## src/rtl/axi_rdata_router.sv

```systemverilog
// rtl/axi_rdata_router.sv - parametrised AXI R-channel router with round-robin burst arbitration
//
// Routes read-data beats from NUM_S slave R channels to NUM_M master R channels.
// A slave is picked round-robin from rr_ptr and keeps the path until its RLAST
// handshake. The destination master comes from RID bits [ID_BITS +: MIDX_W].
// Beats whose destination master does not exist are sunk, and decerr pulses
// one cycle later.
//
// Ports:
//   clk, rst                      clock, synchronous active-low reset
//   RID_S/RDATA_S/RRESP_S/RLAST_S slave-side R payload, slave i at slice i
//   RVALID_S / RREADY_S           slave-side handshake
//   RID_M/RDATA_M/RRESP_M/RLAST_M routed payload, broadcast to all masters
//   RVALID_M / RREADY_M           per-master handshake (RVALID_M one-hot or zero)
//   busy                          a burst lock is held
//   decerr                        registered pulse after each dropped beat
module axi_rdata_router #(
    parameter int NUM_S     = 3,
    parameter int NUM_M     = 2,
    parameter int ID_BITS   = 4,
    parameter int IDS_BITS  = 8,
    parameter int DATA_BITS = 32,
    localparam int MIDX_W   = (NUM_M > 1) ? $clog2(NUM_M) : 1,
    localparam int SW       = $clog2(NUM_S)
) (
    input  logic                      clk,
    input  logic                      rst,
    input  logic [NUM_S*IDS_BITS-1:0]  RID_S,
    input  logic [NUM_S*DATA_BITS-1:0] RDATA_S,
    input  logic [NUM_S*2-1:0]         RRESP_S,
    input  logic [NUM_S-1:0]           RLAST_S,
    input  logic [NUM_S-1:0]           RVALID_S,
    output logic [NUM_S-1:0]           RREADY_S,
    output logic [ID_BITS-1:0]         RID_M,
    output logic [DATA_BITS-1:0]       RDATA_M,
    output logic [1:0]                 RRESP_M,
    output logic                       RLAST_M,
    output logic [NUM_M-1:0]           RVALID_M,
    input  logic [NUM_M-1:0]           RREADY_M,
    output logic                       busy,
    output logic                       decerr
);

    typedef enum logic {IDLE, LOCKED} state_t;

    state_t            state_q, state_d;
    logic [SW-1:0]     gnt_q, gnt_d;
    logic [SW-1:0]     rr_ptr_q, rr_ptr_d;
    logic              decerr_q, decerr_d;

    logic [SW-1:0]     cur;
    logic [SW-1:0]     cur_next;
    logic              found;
    logic [MIDX_W-1:0] dest;
    logic              dest_ok;
    logic              hs;
    int                idx;

    // Grant selection: a held lock wins outright; otherwise scan from rr_ptr.
    always_comb begin
        found = 1'b0;
        cur   = gnt_q;
        idx   = 0;
        if (state_q == LOCKED) begin
            found = 1'b1;
        end else begin
            for (int k = 0; k < NUM_S; k++) begin
                idx = int'(rr_ptr_q) + k;
                if (idx >= NUM_S) begin
                    idx = idx - NUM_S;
                end
                if (!found && RVALID_S[idx]) begin
                    found = 1'b1;
                    cur   = SW'(idx);
                end
            end
        end
    end

    // RID bits above ID_BITS+MIDX_W never reach the decode.
    assign dest     = RID_S[int'(cur)*IDS_BITS + ID_BITS +: MIDX_W];
    assign dest_ok  = int'(dest) < NUM_M;
    assign cur_next = (cur == SW'(NUM_S - 1)) ? '0 : cur + SW'(1);

    // Zero-latency routing; handshakes are forced off while reset is held.
    always_comb begin
        RREADY_S = '0;
        RVALID_M = '0;
        RID_M    = '0;
        RDATA_M  = '0;
        RRESP_M  = '0;
        RLAST_M  = 1'b0;
        if (found) begin
            RID_M   = RID_S[int'(cur)*IDS_BITS +: ID_BITS];
            RDATA_M = RDATA_S[int'(cur)*DATA_BITS +: DATA_BITS];
            RRESP_M = RRESP_S[int'(cur)*2 +: 2];
            RLAST_M = RLAST_S[cur];
            if (rst) begin
                if (dest_ok) begin
                    RVALID_M[dest] = RVALID_S[cur];
                    RREADY_S[cur]  = RVALID_S[cur] & RREADY_M[dest];
                end else begin
                    // Decode error: accept the beat so the slave can drain.
                    RREADY_S[cur] = RVALID_S[cur];
                end
            end
        end
    end

    assign hs = found & RVALID_S[cur] & RREADY_S[cur];

    always_comb begin
        state_d  = state_q;
        gnt_d    = gnt_q;
        rr_ptr_d = rr_ptr_q;
        decerr_d = hs & ~dest_ok;
        if (state_q == IDLE) begin
            if (found) begin
                if (hs && RLAST_S[cur]) begin
                    rr_ptr_d = cur_next;
                end else begin
                    // Includes a valid stalled by the master: AXI keeps it
                    // asserted, so the path is locked now.
                    state_d = LOCKED;
                    gnt_d   = cur;
                end
            end
        end else begin
            if (hs && RLAST_S[cur]) begin
                state_d  = IDLE;
                rr_ptr_d = cur_next;
            end
        end
    end

    always_ff @(posedge clk) begin
        if (!rst) begin
            state_q  <= IDLE;
            gnt_q    <= '0;
            rr_ptr_q <= '0;
            decerr_q <= 1'b0;
        end else begin
            state_q  <= state_d;
            gnt_q    <= gnt_d;
            rr_ptr_q <= rr_ptr_d;
            decerr_q <= decerr_d;
        end
    end

    assign busy   = (state_q == LOCKED);
    assign decerr = decerr_q;

endmodule

```

## config.mk

```make
export PLATFORM = sky130hd
export DESIGN_NAME = axi_rdata_router
export DESIGN_NICKNAME = d
export VERILOG_FILES = /design/src/rtl/axi_rdata_router.sv
export SDC_FILE = /design/constraint.sdc
export NUM_CORES = 1
export LEC_CHECK = 0
export CAP_MARGIN = 5
export CORE_AREA = 2 2 83 85
export DETAILED_ROUTE_END_ITERATION = 10
export DIE_AREA = 0 0 85 87
export GPL_ROUTABILITY_DRIVEN = 0
export GPL_TIMING_DRIVEN = 0
export PLACE_DENSITY_LB_ADDON = 0.15
export SYNTH_ARGS = -nofsm -noshare
export SYNTH_HDL_FRONTEND = slang
export SYNTH_SLANG_ARGS = --single-unit
```

## constraint.sdc

```tcl
create_clock -name clk -period 3.1 [get_ports clk]
set_input_delay 0.31 -clock clk [delete_from_list [all_inputs] [get_ports clk]]
set_output_delay 0.31 -clock clk [all_outputs]
set_load 0.02 [all_outputs]
```

# ---- Yosys cells after proc, flatten, opt, wreduce, memory -nomap -nowiden
# Cells that the tools add are included.
dict set report totals {
  regBits 5
  inputBits 136
  wordCells 93
}
dict set report op_classes {
  add_sub_neg 7
  magnitude_cmp 10
  eq_ne 1
  shifts 4
  mux 52
  n_bitwise 7
  reduce_logical 9
}
# cell n
set ops {}
lappend ops {{$mux W32} 7}
lappend ops {{$lt A32 B4 Y1 const B} 3}
lappend ops {{$shiftx A96 B8 Y32} 1}
lappend ops {{$shiftx A24 B6 Y4} 1}
lappend ops {{$shiftx A24 B7 Y1} 1}
lappend ops {{$mux W1} 23}
lappend ops {{$mux W2} 11}
lappend ops {{$bmux W1 S2} 6}
lappend ops {{$sub A3 B2 Y4 const B} 2}
lappend ops {{$add A5 B3 Y6 const B} 1}
lappend ops {{$ge A3 B2 Y1 const B} 2}
lappend ops {{$mux W3} 2}
lappend ops {{$shiftx A6 B4 Y2} 1}
lappend ops {{$logic_and A1 B1 Y1} 5}
lappend ops {{$mux W4} 1}
lappend ops {{$add A2 B1 Y3 const B} 1}
lappend ops {{$add A2 B2 Y3 const B} 1}
lappend ops {{$and A1 B1 Y1} 3}
lappend ops {{$and A3 B3 Y3} 1}
lappend ops {{$lt A2 B3 Y1 const B} 1}
lappend ops {{$reduce_and A3 Y1} 1}
lappend ops {{$sub A2 B2 Y3 const B} 1}
lappend ops {{$add A2 B1 Y2 const B} 1}
lappend ops {{$and A2 B2 Y2} 1}
lappend ops {{10 further kinds} 12}

# ---- Depth between registers and ports, before layout
# Gate-level depths: netlist of the first run.
dict set report logic_depth {
  depth_word 31
  mapped_depth 13
}

# ---- Worst setup path before layout of the first run
# OpenSTA, ideal clock, no wires.
dict set report synth_timing {
  path_kind {register -> output}
  start {register rr_ptr_q[0]}
  end {output port RREADY_S[0]}
  t_arrival_ps 3103
  slack_ps -313
  path_stages_with_launch 13
  path_buffers 2
  cell_sequence {dfxtp_1 -> inv_1 -> ha_1 -> buf_2 -> mux2i_1 -> o22ai_1 -> and4_4 -> o41a_1 -> buf_6 -> and3_4 -> or3b_4 -> and2_1 -> nor4_1}
}
dict set report synth_via {
  elab_chain_cells 24
}
# item line_no
set synth_rtl {}
lappend synth_rtl {{start, declared} 48} ;# logic [SW-1:0] rr_ptr_q, rr_ptr_d;
lappend synth_rtl {{start signal, assigned} 145} ;# rr_ptr_q <= rr_ptr_d;
lappend synth_rtl {{parallel branches: the longest is 23 deep, another holds $sub A3 B2 Y4} --}
lappend synth_rtl {{$mux W3 *} 93} ;# if (found) begin
lappend synth_rtl {{end, declared} 33} ;# output logic [NUM_S-1:0] RREADY_S,
# Mark *: on every way between the ends. The select of a mux whose other input is x is not followed.

# ---- Worst setup path after layout of the first run
dict set report layout_timing {
  start {register rr_ptr_q[1]}
  end {output port RREADY_S[1]}
}
# The elaborated chain is that of the path after synthesis.

==> results of run 1 <==
[metrics by stage]
step | setup TNS [ns] | cell area, um^2 | utilization [%] | cells
6_report | -5.07 | 4180 | 63.7 | 592
5_1_grt | -11.38 | 4180 | 63.7 | 592
4_1_cts | -2.12 | 3870 | 58.9 | 587
3_5_place_dp | -43.92 | 3530 | 53.7 | 558
3_3_place_gp | -42.21 | 3530 | 53.7 | 558
2_1_floorplan | -0.298 | 1720 | - | 307
[tightest hold or removal path, stage by stage, from the launching register on]
cell and delay, ns:
dfxtp_1 0.32, nand2_1 0.06, mux2i_1 0.06
[state kept, by name (all words and copies together) (netlist names)]
| name | flops |
|---|---|
| gnt_q | 2 |
| rr_ptr_q | 2 |
| busy | 1 |
[logic make-up (layout without fill, tap and decap cells)]
group,count (synthesis),count (layout),share of synthesized area [%]
AND/OR/NAND/NOR,160,160,42.3
AO/OA/AOI/OAI,103,103,37.1
buffers and inverters,27,232,6.90
multiplexers,7,7,4.32
flip-flops,5,5,6.07
adder cells (fa/ha/maj),4,4,3.04
other,1,1,0.227
[placed cells by master, fill, tap and decap left out, types with 4 or more instances in the layout]
cell / netlist / routed
clkdlybuf4s50_1: 0 / 124
nand2_1: 85 / 82
a21oi_1: 80 / 67
buf_4: 1 / 37
buf_6: 1 / 26
nor2_2: 0 / 22
nor2_1: 45 / 22
a21oi_2: 0 / 13
buf_2: 1 / 12
buf_8: 0 / 8
clkbuf_2: 0 / 7
o21ai_0: 5 / 5
nor2b_1: 5 / 5
clkbuf_1: 21 / 4
nand2b_1: 4 / 4
[worst paths after layout]
path                                  from                        to  slack [ns]  cells past startpoint
setup / recovery  rr_ptr_q[1]$_SDFFE_PN0P_               RREADY_S[1]       -0.27                     12
hold / removal       gnt_q[0]$_SDFFE_PN0P_     gnt_q[0]$_SDFFE_PN0P_        0.49                      2
setup reg to reg  rr_ptr_q[1]$_SDFFE_PN0P_  rr_ptr_q[1]$_SDFFE_PN0P_       -0.20                     14
hold reg to reg      gnt_q[0]$_SDFFE_PN0P_     gnt_q[0]$_SDFFE_PN0P_        0.49                      2
[area by class of cell]
| class | count | area, um^2 | share of cell area [%] |
|---|---|---|---|
| multi-input combinational | 275 | 1750 | 41.8 |
| sequential | 5 | 108 | 2.57 |
| clock buffer | 4 | 45.0 | 1.08 |
| buffer | 23 | 225 | 5.38 |
| timing repair buffer | 202 | 1940 | 46.4 |
| inverter | 3 | 13.8 | 0.329 |
| tap | 80 | 100 | 2.39 |
[per-layer routing]
layer	vias to the layer above	GRT usage (%)
li1	1468	-
met1	1377	26.7
met2	123	40.3
met3	25	3.98
met4	0	7.94
met5	-	0
[power by group]
part           total (mW)  switching (mW)  leakage [nW]  internal (mW)
combinational        1.27           0.630          1.68          0.637
sequential         0.0732         0.00516        0.0425         0.0681
clock               0.124          0.0352        0.0228         0.0885
total                1.46           0.670          1.74          0.794
[timing repair]
item	4_1_cts	5_1_grt
endpoints found under the setup margin	49	49
pin swaps	17	8
cloned	0	3
setup buffers	26	2
resized for setup	271	72
hold endpoints to repair	0	0
==> results by group, run 1 <==
Critical path
  – Biggest cell delay along the critical path: 0.41 ns
  – Critical-path cell list: inv_4, ha_4, mux2i_2, o21a_1, nor2_2, o41a_1, buf_6, and3_4, or3b_4, and2_4, nor4_4, buf_4
  – Worst path top cell family by delay: simple AND/OR/NAND/NOR gates
  – Top fanout value on the critical path: 6
  – Arr. time, crit path: 3.06 ns
  – CP required: 2.79 ns
  – CP Class: register to output pin
  – Crit end category: output pin
  – CP bufs+invs: 3
  – CP Launch Type: register
  – CP max-delay cell: o41a_1

Yosys
  – Synth cell types: 43
  – Post-Syn Area per Cell: 5.37 um^2
  – Post-synth top area share: 24.3%
  – Post-synth EDFFs: 0
  – Syn Inst Count: 307
  – Asr flop ratio synth: 0%
  – Yosys reg bits: 5
  – Most common library cells after synthesis: nand2_1, a21oi_1, nor2_1
  – Synth Flop Type: dfxtp_1
  – Syn. warnings: 0
  – Cell taking the most area after synthesis: a21oi_1
  – Cell with the most instances after synthesis: nand2_1
  – Post-synthesis sequential area ratio: 6.07%
  – Syn Std Cell Area: 1650 um^2
  – Top post-synthesis cells by area: a21oi_1, nand2_1, nor2_1
  – Post-Syn Nets: 447

Timing
  – Highest clock rate: 0.297 GHz
  – Final worst path period share: 109%
  – Final worst slack: -0.271 ns
  – Max Slew Vio Count: 0
  – Hold slack final: 0.491 ns
  – Slew @ Worst Pin: 0.694 ns
  – Final hold vios: 0
  – Relative slew slack: 53.8%
  – Endpoints failing setup: 48
  – Minimum clock period: 3.37 ns
  – RSZ-0062 raised after global routing: yes
  – Clk_skew: 0.00479 ns

Clock tree
  – CTS H-tree lvls: 1
  – CTS tree: built
  – Num CTS Buffers: 3
  – Reg clk slew, reported paths: 0.04 ns
  – CTS Buffer Depth: 2
  – Cts hold-fix bufs: 0
  – Root Buffer: clkbuf_8
  – Clock Latency Late Sink: 0.23 ns
  – Sink Count: 5

Placed design
  – Port buffer count: 171
  – Pre-CTS setup slack: -1.14 ns
  – DP HPWL: 6.47 mm

Layout
  – Nets: 653
  – Fraction of layout cells with a size suffix above 1: 33.0%
  – Filler Cell Count: 598
  – # diodes: 0
  – Area Growth Syn to Fin: 154%

Floorplanning
  – Row Count: 30
  – Core area: 6570 um^2
  – Starting Density: 25.1%
  – Die W: 85 um
  – IO Count: 182
  – Vert. Die Dim: 87 um
  – Die ar.: 7400 um^2

Drt
  – Post-DRT Antenna Nets: 0
  – Met2 WL post-DR: 4.82 mm
  – Vias per cell: 5.06
  – DR iter-0 viols: 109
  – WL final: 9.20 mm
  – Met1 WL: 3.57 mm
  – DRC: 0
  – WL met3: 572 um
  – Number of detailed-route iterations in the first pass: 4
  – Via count: 2993
  – Max layer used: met4
  – Routed wire per std cell: 15.5 um

Global route
  – First-pass GRT wire length: 13.8 mm
  – Pin count of the biggest net entering global routing: 11
  – Vias in the first global route: 2902
  – Aggregate global-route resource usage: 22.4%
  – Antenna violations before repair: 0
  – Grt ovf: 0

Outcome
  – Status: complete, but fails checks
  – Failing checks: negative setup slack

Power
  – Power density cells: 350 nW/um^2
  – Pwr Total: 1.46 mW
  – Lkg Pwr: 1.74 nW
  – Maximum vdd drop: 184 uV

Min path
  – Hold Crit Class: register to register

Run
  – Max cap viols: 0
No activity file was read; power rests on OpenSTA's default activity.
==> inputs of run 2 (changes only) <==
--- a/config.mk
+++ b/config.mk
@@ -5,10 +5,11 @@
 export SDC_FILE = /design/constraint.sdc
 export NUM_CORES = 1
 export LEC_CHECK = 0
+export ABC_AREA = 1
 export CAP_MARGIN = 5
-export CORE_AREA = 2 2 83 85
+export CORE_AREA = 2 2 76 78
 export DETAILED_ROUTE_END_ITERATION = 10
-export DIE_AREA = 0 0 85 87
+export DIE_AREA = 0 0 78 80
 export GPL_ROUTABILITY_DRIVEN = 0
 export GPL_TIMING_DRIVEN = 0
 export PLACE_DENSITY_LB_ADDON = 0.15
==> constraint.sdc (replaced) <==
create_clock -name clk -period 4.1 [get_ports clk]
set_input_delay 0.41 -clock clk [delete_from_list [all_inputs] [get_ports clk]]
set_output_delay 0.41 -clock clk [all_outputs]
set_load 0.02 [all_outputs]
==> results by group, run 2 <==
Critical path
  – CP max-delay cell: clkdlybuf4s50_1 (was o41a_1)
  – Biggest cell delay along the critical path: 0.65 ns (was 0.41 ns)
  – Arr. time, crit path: 3.39 ns (was 3.06 ns)
  – CP dominant cell by count: nand2_2
  – Worst r2r src: rr_ptr_q[0]$_SDFFE_PN0P_ (was rr_ptr_q[1]$_SDFFE_PN0P_)
  – Critical-path cell list: inv_1, ha_1, inv_2, nand2_1, nand3_1, nand2_2, nand3_4, nor2_2, nor2_2, nand2_2, nand2_2, nor2_1, clkbuf_1, nand2_1, a31oi_1, clkdlybuf4s50_1 (was inv_4, ha_4, mux2i_2, o21a_1, nor2_2, o41a_1, buf_6, and3_4, or3b_4, and2_4, nor4_4, buf_4)
  – Crit end category: output pin (unchanged)
  – R2R depth: 18 (was 14)
  – Top fanout value on the critical path: 10 (was 6)
  – Worst reg-to-reg setup slack: 1.41 ns (was -0.20 ns)
  – CP Launch Type: register (unchanged)
  – CP Class: register to output pin (unchanged)
  – CP required: 3.69 ns (was 2.79 ns)
  – Critical R2R Capture: rr_ptr_q[1]$_SDFFE_PN0P_ (unchanged)

Drt
  – Number of detailed-route iterations in the first pass: 4 (unchanged)
  – Routed wire per std cell: 13.3 um (was 15.5 um)
  – Post-DRT Antenna Nets: 0 (unchanged)
  – Via count: 2527 (was 2993)
  – DR iter-0 viols: 136 (was 109)
  – DRC: 0 (unchanged)
  – WL final: 7.34 mm (was 9.20 mm)
  – Vias per cell: 4.57 (was 5.06)

Global route
  – Vias in the first global route: 2495 (was 2902)
  – First-pass GRT wire length: 11.4 mm (was 13.8 mm)
  – Pin count of the biggest net entering global routing: 11 (unchanged)
  – Antenna violations before repair: 0 (unchanged)
  – Aggregate global-route resource usage: 22.6% (was 22.4%)
  – Grt ovf: 0 (unchanged)

Clock tree
  – Clock Latency Late Sink: 0.22 ns (was 0.23 ns)
  – Sink Count: 5 (unchanged)
  – Root Buffer: clkbuf_8 (unchanged)
  – Reg clk slew, reported paths: 0.04 ns (about the same)
  – CTS tree: built (unchanged)
  – CTS Buffer Depth: 2 (unchanged)
  – CTS H-tree lvls: 1 (unchanged)
  – Num CTS Buffers: 3 (unchanged)

Yosys
  – Synth Flop Type: dfxtp_1 (unchanged)
  – Post-synth top area share: 35.4% (was 24.3%)
  – Cell taking the most area after synthesis: nand2_1 (was a21oi_1)
  – Syn Inst Count: 306 (was 307)
  – Post-synth EDFFs: 0 (unchanged)
  – Post-Syn Area per Cell: 5.09 um^2 (was 5.37 um^2)
  – Cell with the most instances after synthesis: nand2_1 (unchanged)
  – Synth cell types: 33 (was 43)
  – Most common library cells after synthesis: nand2_1, a31oi_1, inv_1 (was nand2_1, a21oi_1, nor2_1)
  – Post-Syn Nets: 446 (was 447)
  – Yosys reg bits: 5 (unchanged)
  – Post-synthesis sequential area ratio: 6.42% (was 6.07%)
  – Syn Std Cell Area: 1560 um^2 (was 1650 um^2)
  – Syn. warnings: 0 (unchanged)
  – Top post-synthesis cells by area: nand2_1, a31oi_1, dfxtp_1 (was a21oi_1, nand2_1, nor2_1)
  – Asr flop ratio synth: 0% (unchanged)

Run
  – Max cap viols: 0 (unchanged)

Timing
  – RSZ-0062 raised after global routing: no (was yes)
  – Highest clock rate: 0.263 GHz
  – Max Slew Vio Count: 0 (unchanged)
  – Endpoints failing setup: 0 (was 48)
  – Clk_skew: 0.00144 ns (was 0.00479 ns)
  – Final hold vios: 0 (unchanged)
  – Setup tns final: 0 ns (was -5.07 ns)
  – Final worst slack: 0.303 ns (was -0.271 ns)
  – Minimum clock period: 3.80 ns
  – Final worst path period share: 92.6%

Power
  – Maximum vdd drop: 585 uV (was 184 uV)
  – Power density cells: 989 nW/um^2 (was 350 nW/um^2)
  – Lkg Pwr: 1.64 nW (was 1.74 nW)

Floorplanning
  – Starting Density: 28.8% (was 25.1%)
  – IO Count: 182 (unchanged)
  – Vert. Die Dim: 80 um (was 87 um)
  – Core area: 5410 um^2 (was 6570 um^2)
  – Die W: 78 um (was 85 um)
  – Row Count: 27 (was 30)
  – Die ar.: 6240 um^2 (was 7400 um^2)

Placed design
  – Pre-CTS setup slack: 0.175 ns (was -1.14 ns)
  – Port buffer count: 171 (unchanged)
  – DP HPWL: 6.33 mm (was 6.47 mm)
  – Dpl cell area: 3360 um^2 (was 3530 um^2)

Layout
  – Final Core Density: 64.1% (was 63.7%)
  – Fraction of layout cells with a size suffix above 1: 9.98% (was 33.0%)
  – Highest-count cells in the layout ignoring fill and taps: clkdlybuf4s50_1, nand2_1, a31oi_1 (was clkdlybuf4s50_1, nand2_1, a21oi_1)
  – Finished Cell Area: 3460 um^2 (was 4180 um^2)
  – Area Growth Syn to Fin: 122% (was 154%)
  – Most common cell after layout, fill and taps aside: clkdlybuf4s50_1 (unchanged)
  – # diodes: 0 (unchanged)
  – Nets: 622 (was 653)

Min path
  – Hold Path Depth: 2 (unchanged)
  – Hold worst-path end: gnt_q[1]$_SDFFE_PN0P_ (was gnt_q[0]$_SDFFE_PN0P_)
  – Min-delay src: gnt_q[1]$_SDFFE_PN0P_ (was gnt_q[0]$_SDFFE_PN0P_)
  – Hold Crit Class: register to register (unchanged)

Outcome
  – Status: finished, final reports clean (was complete, but fails checks)
-- run 2: cell families (layout without fill, tap and decap cells) --
group	count (synthesis)	count (layout)	synth area share (%)
other	1	1	0.241
adder cells (fa/ha/maj)	4	4	3.21
AND/OR/NAND/NOR	205	205	58.2
buffers and inverters	44	219	12.0
AO/OA/AOI/OAI	47	47	20.0
flip-flops	5	5	6.42
-- run 2: timing repair --
item,4_1_cts,5_1_grt
endpoints found under the setup margin,0,30
hold buffers,0,0
gates resized for setup,0,27
buffers inserted,0,0
-- run 2: layout make-up --
type,count,area [um^2]
tap,72,90.1
multi-input combinational,257,1270
sequential,5,100
timing repair buffer,171,1760
clock buffer,4,45.0
inverter,26,97.6
buffer,18,97.6
fill,534,1940
-- run 2: power by group --
part,switching (mW),internal [mW],leakage [nW],total (mW)
sequential,0.0171,0.0665,0.0412,0.0836
clock,0.0223,0.0666,0.0228,0.0889
combinational,1.88,1.37,1.57,3.25
-- run 2: critical path, delay by kind of cell (launching register included) --
kind / cells / cell delay, ns
AND/OR/NAND/NOR: 10 / 0.95
flip-flops: 1 / 0.38
buffers and inverters: 4 / 1.20
AO/OA/AOI/OAI: 1 / 0.25
adder cells (fa/ha/maj): 1 / 0.37
-- run 2: worst max-delay path by stage --
stage	slack, ns	start	end	depth (start not counted)
6_report	0.30	rr_ptr_q[0]$_SDFFE_PN0P_	RDATA_M[5]	16
3_5_place_dp	0.17	RVALID_S[2]	RDATA_M[21]	16
4_1_cts	0.07	rr_ptr_q[0]$_SDFFE_PN0P_	RDATA_M[21]	18
5_1_grt	0.02	rr_ptr_q[0]$_SDFFE_PN0P_	RDATA_M[11]	17
3_3_place_gp	0.21	RVALID_S[2]	RDATA_M[21]	16
2_1_floorplan	1.11	rr_ptr_q[0]$_SDFFE_PN0P_	RREADY_S[2]	17
-- run 2: layer usage --
| metal | track usage [%] | wire, um | share of wire (%) | up-vias |
|---|---|---|---|---|
| met2 | 42.1 | 3830 | 52 | 96 |
| met5 | 0 | 0 | 0 | - |
| li1 | - | - | - | 1347 |
| met1 | 25.3 | 2790 | 38 | 1076 |
| met4 | 4.74 | 103 | 1.4 | 0 |
| met3 | 7.13 | 605 | 8.2 | 8 |
-- run 2: stage by stage --
stage,hold WS (ns),power [mW],cells
after global routing,0.540,3.72,553
after detailed placement,0.505,3.38,549
after CTS,0.513,3.49,553
final,0.511,3.42,553
after global placement,0.508,3.37,549
after floorplan,0.461,2.02,306
==> inputs of run 3 (changes only) <==
--- a/config.mk
+++ b/config.mk
@@ -12,6 +12,7 @@
 export DIE_AREA = 0 0 78 80
 export GPL_ROUTABILITY_DRIVEN = 0
 export GPL_TIMING_DRIVEN = 0
+export MAX_ROUTING_LAYER = met4
 export PLACE_DENSITY_LB_ADDON = 0.15
 export SYNTH_ARGS = -nofsm -noshare
 export SYNTH_HDL_FRONTEND = slang
==> constraint.sdc (replaced) <==
create_clock -name clk -period 4.1 [get_ports clk]
set_input_delay 0.41 -clock clk [delete_from_list [all_inputs] [get_ports clk]]
set_output_delay 0.41 -clock clk [all_outputs]
set_load 0.1 [all_outputs]
==> results by group, run 3 (synthesized netlist as in run 2, its figures left out) <==
Outcome
  – Status: finished, final reports clean (unchanged)

Critical path
  – Top fanout value on the critical path: 10 (unchanged)
  – CP Launch Type: register (unchanged)
  – CP Class: register to output pin (unchanged)
  – Crit end category: output pin (unchanged)
  – Arr. time, crit path: 3.37 ns (was 3.39 ns)
  – CP required: 3.69 ns (about the same)

Min path
  – Hold Crit Class: register to register (unchanged)

Global route
  – Grt ovf: 0 (unchanged)
  – Aggregate global-route resource usage: 24.0% (was 22.6%)
  – First-pass GRT wire length: 11.8 mm (was 11.4 mm)
  – Antenna violations before repair: 0 (unchanged)
  – Pin count of the biggest net entering global routing: 11 (unchanged)
  – Vias in the first global route: 2576 (was 2495)

Clock tree
  – CTS Buffer Depth: 2 (unchanged)
  – Root Buffer: clkbuf_8 (unchanged)
  – Num CTS Buffers: 3 (unchanged)
  – CTS tree: built (unchanged)
  – Reg clk slew, reported paths: 0.04 ns (about the same)
  – Clock Latency Late Sink: 0.23 ns (was 0.22 ns)
  – CTS H-tree lvls: 1 (unchanged)
  – Sink Count: 5 (unchanged)
  – Post-CTS setup buffers: 0 (unchanged)

Layout
  – Final Core Density: 64.2% (was 64.1%)
  – Fraction of layout cells with a size suffix above 1: 26.4% (was 9.98%)
  – # diodes: 0 (unchanged)
  – Nets: 622 (unchanged)
  – Most common cell after layout, fill and taps aside: nand2_1 (was clkdlybuf4s50_1)
  – Area Growth Syn to Fin: 123% (was 122%)
  – Highest-count cells in the layout ignoring fill and taps: nand2_1, clkdlybuf4s50_1, a31oi_2 (was clkdlybuf4s50_1, nand2_1, a31oi_1)

Drt
  – DR iter-0 viols: 84 (was 136)
  – DRC: 0 (unchanged)
  – WL final: 7.50 mm (was 7.34 mm)
  – Via count: 2585 (was 2527)
  – Number of detailed-route iterations in the first pass: 4 (unchanged)
  – Post-DRT Antenna Nets: 0 (unchanged)
  – Vias per cell: 4.67 (was 4.57)
  – Routed wire per std cell: 13.6 um (was 13.3 um)

Placed design
  – DP HPWL: 6.41 mm (was 6.33 mm)
  – Port buffer count: 171 (unchanged)

Timing
  – Max Slew Vio Count: 0 (unchanged)
  – Final hold vios: 0 (unchanged)
  – Final worst path period share: 92.1% (was 92.6%)
  – Highest clock rate: 0.265 GHz (was 0.263 GHz)
  – Relative slew slack: 33.9%
  – Endpoints failing setup: 0 (unchanged)
  – RSZ-0062 raised after global routing: no (unchanged)
  – Slew @ Worst Pin: 0.989 ns
  – Clk_skew: 0.00174 ns (was 0.00144 ns)
  – Minimum clock period: 3.78 ns (was 3.80 ns)

Floorplanning
  – Row Count: 27 (unchanged)
  – IO Count: 182 (unchanged)
  – Die W: 78 um (unchanged)
  – Die ar.: 6240 um^2 (unchanged)
  – Core area: 5410 um^2 (unchanged)
  – Starting Density: 28.8% (unchanged)
  – Vert. Die Dim: 80 um (unchanged)

Run
  – Max cap viols: 0 (unchanged)
==> run 3: metrics by stage <==
| step | hold slack (ns) | setup TNS, ns | worst slack (ns) | instance area (um^2) | cells |
|---|---|---|---|---|---|
| final | 0.517 | 0 | 0.323 | 3470 | 553 |
| after detailed placement | 0.515 | -7.79 | -0.291 | 3600 | 549 |
| after global placement | 0.507 | -7.03 | -0.297 | 3600 | 549 |
| after floorplan | 0.461 | -0.957 | -0.453 | 1800 | 306 |
| after CTS | 0.521 | -0.0782 | -0.0782 | 3670 | 553 |
| after global routing | 0.542 | 0 | 0.00297 | 3470 | 553 |
==> run 3: area by class of cell <==
class	count	area (um^2)
fillers	551	1940
repair buffers	171	1530
multi-input cells	257	1520
flip-flops and latches	5	100
inverters	26	97.6
plain buffers	18	91.3
well taps	72	90.1
clock buffers	4	45.0
==> run 3: routing by layer <==
layer | track usage [%] | routed length, um | vias up
met5 | - | 0 | -
met4 | 6.32 | 145 | 0
met3 | 2.94 | 411 | 13
met2 | 45.4 | 4080 | 81
met1 | 26.6 | 2860 | 1147
li1 | - | - | 1344
==> run 3: timing repair <==
action | CTS | global route
resized for setup | 99 | 98
hold buffers | 0 | 0
cloned | 0 | 0
setup endpoints to repair | 41 | 44
==> run 3: path summary, 6_finish.rpt <==
path	slack (ns)	start	depth (start not counted)	to
min	0.52	rr_ptr_q[0]$_SDFFE_PN0P_	2	rr_ptr_q[0]$_SDFFE_PN0P_
max reg2reg	1.39	rr_ptr_q[0]$_SDFFE_PN0P_	18	gnt_q[1]$_SDFFE_PN0P_
min reg2reg	0.52	rr_ptr_q[0]$_SDFFE_PN0P_	2	rr_ptr_q[0]$_SDFFE_PN0P_
max	0.32	rr_ptr_q[0]$_SDFFE_PN0P_	17	RDATA_M[14]
==> run 3: critical path, cell delays in order (launching register included) <==
cell and delay, ns:
dfxtp_1 0.37, inv_1 0.08, ha_1 0.37, inv_2 0.13, nand2_1 0.06, nand3_1 0.08, nand2_2 0.10, nand3_4 0.12
nor2_2 0.04, nor2_2 0.17, nand2_2 0.12, nand2_2 0.14, nand2_1 0.09, inv_1 0.09, clkbuf_1 0.39, nand2_1 0.12
a31oi_2 0.18, clkbuf_2 0.49
Power of run 3 is not shown: default switching activity piles up to over one toggle a cycle in this logic, so the estimate is an artifact.
